$ cat src/rtl/datapath_pkg.sv
// rtl/datapath_pkg.sv - shared widths and ALU opcode encoding for datapath_unit
package datapath_pkg;

  localparam int DW    = 16;
  localparam int RF_AW = 4;
  localparam int DM_AW = 8;

  typedef enum logic [2:0] {
    ALU_ZERO  = 3'b000,
    ALU_ADD   = 3'b001,
    ALU_SUB   = 3'b010,
    ALU_PASSA = 3'b011,
    ALU_XOR   = 3'b100,
    ALU_OR    = 3'b101,
    ALU_AND   = 3'b110,
    ALU_INC   = 3'b111
  } alu_op_e;

endpackage

$ cat src/rtl/register_file.sv
// rtl/register_file.sv - 16x16 register file, two combinational read ports, one write port
// Asynchronous clear; a write is visible on the read ports from the following cycle.
module register_file
  import datapath_pkg::*;
(
  input  logic             clk,
  input  logic             rst,
  input  logic             we,
  input  logic [RF_AW-1:0] waddr,
  input  logic [DW-1:0]    wdata,
  input  logic [RF_AW-1:0] raddr_a,
  input  logic [RF_AW-1:0] raddr_b,
  output logic [DW-1:0]    rdata_a,
  output logic [DW-1:0]    rdata_b
);

  localparam int DEPTH = 1 << RF_AW;

  logic [DW-1:0] regs_q [DEPTH];
  logic [DW-1:0] regs_d [DEPTH];

  always_comb begin
    regs_d = regs_q;
    if (we) begin
      regs_d[waddr] = wdata;
    end
  end

  always_ff @(posedge clk or posedge rst) begin
    if (rst) begin
      for (int i = 0; i < DEPTH; i++) begin
        regs_q[i] <= '0;
      end
    end else begin
      regs_q <= regs_d;
    end
  end

  assign rdata_a = regs_q[raddr_a];
  assign rdata_b = regs_q[raddr_b];

endmodule

$ cat src/rtl/datapath_unit.sv
// rtl/datapath_unit.sv - register file, ALU, 256-word data memory and write-back mux
// Optional Z/N/C flag outputs are built when DATAPATH_FLAGS_EN is defined.
module datapath_unit
  import datapath_pkg::*;
(
  input  logic             Clk,
  input  logic             Rst,
  input  logic [DM_AW-1:0] D_Addr,
  input  logic             D_Wr,
  input  logic             RF_s,
  input  logic             RF_W_en,
  input  logic [RF_AW-1:0] RF_W_Addr,
  input  logic [RF_AW-1:0] RF_Ra_Addr,
  input  logic [RF_AW-1:0] RF_Rb_Addr,
  input  logic [2:0]       Alu_s0,
  output logic [DW-1:0]    Ra_Data,
  output logic [DW-1:0]    Rb_Data,
  output logic [DW-1:0]    ALU_Out,
  output logic [DW-1:0]    W_Data
`ifdef DATAPATH_FLAGS_EN
  ,
  output logic             Z,
  output logic             N,
  output logic             C
`endif
);

  localparam int DM_DEPTH = 1 << DM_AW;

  alu_op_e       alu_op;
  logic [DW-1:0] alu_res;
  logic [DW-1:0] q_q, q_d;
  logic [DW-1:0] mem [DM_DEPTH];
  logic          mem_we;

  assign alu_op = alu_op_e'(Alu_s0);

  register_file u_rf (
    .clk     (Clk),
    .rst     (Rst),
    .we      (RF_W_en),
    .waddr   (RF_W_Addr),
    .wdata   (W_Data),
    .raddr_a (RF_Ra_Addr),
    .raddr_b (RF_Rb_Addr),
    .rdata_a (Ra_Data),
    .rdata_b (Rb_Data)
  );

  always_comb begin
    alu_res = '0;
    case (alu_op)
      ALU_ZERO:  alu_res = '0;
      ALU_ADD:   alu_res = Ra_Data + Rb_Data;
      ALU_SUB:   alu_res = Ra_Data - Rb_Data;
      ALU_PASSA: alu_res = Ra_Data;
      ALU_XOR:   alu_res = Ra_Data ^ Rb_Data;
      ALU_OR:    alu_res = Ra_Data | Rb_Data;
      ALU_AND:   alu_res = Ra_Data & Rb_Data;
      ALU_INC:   alu_res = Ra_Data + 16'd1;
      default:   alu_res = '0;
    endcase
  end

  assign ALU_Out = alu_res;
  assign W_Data  = RF_s ? q_q : alu_res;

  // Memory contents survive reset; only the write is suppressed while Rst is high.
  always_comb begin
    mem_we = D_Wr && !Rst;
    q_d    = mem[D_Addr];
  end

  always_ff @(posedge Clk) begin
    if (mem_we) begin
      mem[D_Addr] <= Ra_Data;
    end
  end

  // Read-first: q_d samples the old word on the same edge a write lands.
  always_ff @(posedge Clk or posedge Rst) begin
    if (Rst) begin
      q_q <= '0;
    end else begin
      q_q <= q_d;
    end
  end

`ifdef DATAPATH_FLAGS_EN
  logic z_q, z_d;
  logic n_q, n_d;
  logic c_q, c_d;
  logic c_calc;

  // Carry/borrow recovered from the 16-bit operands without a widened adder.
  always_comb begin
    c_calc = 1'b0;
    case (alu_op)
      ALU_ADD: c_calc = (alu_res < Ra_Data);
      ALU_SUB: c_calc = (Ra_Data < Rb_Data);
      ALU_INC: c_calc = (Ra_Data == 16'hFFFF);
      default: c_calc = 1'b0;
    endcase
  end

  always_comb begin
    z_d = z_q;
    n_d = n_q;
    c_d = c_q;
    if (RF_W_en && !RF_s) begin
      z_d = (alu_res == '0);
      n_d = alu_res[DW-1];
      c_d = c_calc;
    end
  end

  always_ff @(posedge Clk or posedge Rst) begin
    if (Rst) begin
      z_q <= 1'b0;
      n_q <= 1'b0;
      c_q <= 1'b0;
    end else begin
      z_q <= z_d;
      n_q <= n_d;
      c_q <= c_d;
    end
  end

  assign Z = z_q;
  assign N = n_q;
  assign C = c_q;
`endif

endmodule

$ cat config.mk
export PLATFORM = sky130hd
export DESIGN_NAME = datapath_unit
export DESIGN_NICKNAME = d
export VERILOG_FILES = /design/src/rtl/datapath_pkg.sv /design/src/rtl/register_file.sv /design/src/rtl/datapath_unit.sv
export SDC_FILE = /design/constraint.sdc
export NUM_CORES = 2
export LEC_CHECK = 0
export ABC_AREA = 1
export BUFFER_PORTS_ARGS = -buffer_cell sky130_fd_sc_hd__buf_4
export CORE_MARGIN = 4
export CORE_UTILIZATION = 40
export DETAILED_ROUTE_END_ITERATION = 12
export SYNTH_ARGS = -nofsm -noshare
export SYNTH_HDL_FRONTEND = slang
export SYNTH_SLANG_ARGS = --single-unit
$ cat constraint.sdc
create_clock -name Clk -period 8.71 [get_ports Clk]
set_clock_uncertainty 0.15 [all_clocks]
set_input_delay 0.4355 -clock Clk [delete_from_list [all_inputs] [get_ports Clk]]
set_output_delay 0.4355 -clock Clk [all_outputs]
set_load 0.02 [all_outputs]
==> results.txt <==
----------------------------------------------------
[STA]
  Final Cycle Share ... about 73%
  Transition at the pin with the smallest max-transition slack ... 1370 ps
  Setup tns final ... 0 ps
  Number of endpoints failing setup at the final stage ... 0
  Maximum clock frequency ... 157 MHz
  Number of endpoints with negative hold slack in the final report ... 0
  Smallest hold slack ... a little under 90 ps
  Time the final worst path needs with I/O delays and setup ... roughly 6400 ps
  Max-Slew Margin vs Limit ... 8.63%
  Max-slew violations ... 0
  RSZ-0062 raised after global routing ... false

[Global routing]
  Maximum number of pins on one net before global-route repair ... between 150 and 200
  Number of global-route vias before repair ... between 100k and 150k
  Global-route wire length before repair ... between 700,000 and 800,000 um
  GRT Total Usage ... 23.4%
  Total congestion overflow ... 0
  Number of antenna violations at the first check in global routing ... 20

[Setup path]
  CP Max Fanout ... approximately 100
  Most frequent CP cell ... nand2_1
  Element type at the critical path start ... input pin
  Endpoint kind of the worst setup timing path ... primary output
  CP max stage cell ... buf_4
  Worst Path Required ... 8120 ps
  Crit path DAT ... roughly 5800 ps
  Max stage delay on crit path ... between 800 and 900 ps
  Start-to-end type of the worst setup path ... in -> out

[Outcome]
  Result of the run ... finished clean

[CTS]
  Clk root buf ... clkbuf_16
  Clock tree sinks ... 4,368
  Clock buffer depth ... 4
  Clock tree from TritonCTS ... built
  Number of buffers added to fix hold violations after cts ... 14
  Clock latency on the worst-skew pair ... 1020 ps
  Gates resized, CTS repair ... 0
  Clock-pin slew on the worst setup and hold paths ... approximately 60 ps
  Total clock buffers created by CTS ... between 400 and 500
  H-tree Lvls ... 5
  Post-CTS setup buffer count ... 0

[Yosys]
  Synthesis warning total ... 0
  Cells taking the most area after synthesis ... edfxtp_1 73%, a22oi_1 9.2%, dfrtp_1 4.1%, a21oi_1 3.1%, nand2_1 2.1%
  Sequential-to-total area share from yosys stat ... around 77%
  Yosys reg bits ... 4,368
  Primary FF master, synth ... edfxtp_1
  Share of the synthesized area in the top cell type ... between 70% and 80%
  EDFF count, synth ... 4,096
  Unique masters post-synth ... 62
  Net count after synthesis ... 11,300
  List of most frequent post-synthesis cells ... 4,096 x edfxtp_1, 2,060 x a22oi_1, 1,045 x a21oi_1
  FFs w/ async S/R, synth ... 6.23%
  Dominant cell type by area after synthesis ... edfxtp_1
  Most instantiated library cell after synthesis ... edfxtp_1
  Number of instances in the synthesized netlist ... 11,200
  Syn Std Cell Area ... 168,000 um^2
  Average cell area after synthesis ... 15.0 um^2

[Routing]
  Via count ... roughly 110k
  Detailed-router iteration count before antenna repair ... 8
  DRT Wirelength ... between 500,000 and 600,000 um
  Remaining antenna violation count ... 0
  DR WL/cell ... between 30 and 40 um
  DRC viols ... 0
  Number of DRC markers after the initial detailed-route iteration ... 14,600
  Via density per instance ... a little over 6

[Floorplan]
  Placeable core region ... 417,000 um^2
  Std-Cell Rows ... 237
  Die height ... 656 um
  Starting density of the core ... 40.2%
  Die ar. ... 430,000 um^2
  Top Ports ... 92
  Die X-Extent ... between 600 and 700 um

[Power]
  Pleak ... 61.4 nW
  Worst vdd ir ... 0.000199 V
  Power Dens Cells ... 245 nW/um^2

[Cells and area]
  Final nets ... roughly 11,000
  Signed area change from the synthesized netlist to the final layout ... 13.7%
  Fraction of layout instances using a drive strength above 1 ... between 10% and 20%

[Place]
  Final HPWL from detailed placement ... 299,000 um
  RD Place Congestion ... around 0.90
  Count of buffers inserted at the top-level ports ... 91

[Hold path]
  Worst hold-check path type ... in -> async

[Run]
  Max-cap check violation count ... 0

----------------------------------------------------
==> area by class of cell <==
cell class                      count  area, um^2
Timing Repair Buffer              542        4570
Clock inverter                    251        2350
Antenna cell                       12        30.0
Sequential cell                  4368      130000
Clock buffer                      548       11500
Inverter                          309        1220
Tap cell                         5497        6880
Fill cell                       35600      226000
Multi-Input combinational cell   5712       34400
==> flip-flops by register name, summed over array words and instances (netlist names) <==
signal	cells
mem	4096
q_q	16
u_rf.regs_q	256
==> placed cells by master, fill, tap and decap left out, types with 25 or more instances in the layout <==
cell,netlist,layout
a21oi_1,1045,1045
a22oi_1,2060,2060
buf_12,1,37
buf_4,12,489
bufinv_16,0,34
clkbuf_1,588,97
clkbuf_16,0,441
clkinv_1,13,108
clkinv_2,0,79
dfrtp_1,272,272
edfxtp_1,4096,4096
ha_1,48,48
inv_1,292,283
nand2_1,932,915
nand3_1,218,202
nand3_2,11,27
nand4_1,51,51
nor2_1,414,273
nor2_2,5,138
nor4_1,181,163
o211ai_1,64,64
o21ai_0,389,389
o221ai_1,33,33
o22ai_1,57,57
o41ai_1,27,25
==> where the power goes <==
part / internal [mW] / switching, mW / leakage, nW / total (mW)
clock network: 10.4 / 7.97 / 6.77 / 18.4
registers: 23.9 / 0.225 / 40.5 / 24.2
logic: 0.949 / 3.22 / 14.2 / 4.17
total: 35.3 / 11.4 / 61.4 / 46.7
==> per-stage QoR <==
stage / area (um^2) / utilization [%] / cells / setup WS (ps) / power (mW)
after floorplan: 168000 / - / 11200 / 629 / 27.0
after global placement: 177000 / 42.3 / 16400 / 2120 / 28.6
after detailed placement: 177000 / 42.3 / 16400 / 2390 / 28.7
after CTS: 191000 / 45.7 / 17200 / 2390 / 46.9
after global routing: 191000 / 45.7 / 17200 / 1860 / 48.1
final: 191000 / 45.7 / 17200 / 2350 / 46.7
==> metal layers <==
| layer | routed length (um) | vias to the layer above | GRT usage (%) |
|---|---|---|---|
| li1 | - | 44500 | - |
| met1 | 208000 | 54000 | 32.7 |
| met2 | 239000 | 6080 | 36.2 |
| met3 | 52600 | 1073 | 4.49 |
| met4 | 23300 | 8 | 9.42 |
| met5 | 49 | - | 0 |
==> cells by family (layout without fill, tap and decap cells) <==
logic type | Yosys count | in the layout | synth area share (%)
and+or+nand+nor | 1893 | 1893 | 4.91
xor gates and xnor gates | 3 | 3 | 0.0157
buffers and inverters | 1099 | 1650 | 2.63
DFF | 4368 | 4368 | 77.3
adders and majority gates | 49 | 49 | 0.370
other | 0 | 12 | 0
muxes | 1 | 1 | 0.00596
AOI/OAI and AO/OA | 3766 | 3766 | 14.7
==> final timing paths <==
path | startpoint | endpoint | slack [ps] | depth (start not counted)
setup / recovery | RF_Rb_Addr[0] | W_Data[9] | 2350 | 29
hold / removal | Rst | u_rf.regs_q[237]$_DFFE_PP0P_ | 90 | 3
setup reg to reg | u_rf.regs_q[146]$_DFFE_PP0P_ | u_rf.regs_q[233]$_DFFE_PP0P_ | 3900 | 19
hold reg to reg | u_rf.regs_q[146]$_DFFE_PP0P_ | u_rf.regs_q[146]$_DFFE_PP0P_ | 340 | 2
max in group asynchronous | Rst | q_q[15]$_DFF_PP0_ | 6790 | 4
min in group Clk | RF_Ra_Addr[3] | mem[179][4]$_DFFE_PP_ | 200 | 3
==> worst max-delay path: cells and delay by family <==
family	cells	cell delay, ps
buffers and inverters	7	1840
and+or+nand+nor	15	2050
AOI/OAI and AO/OA	5	770
adders and majority gates	2	590
No activity file was read; power rests on OpenSTA's default activity.
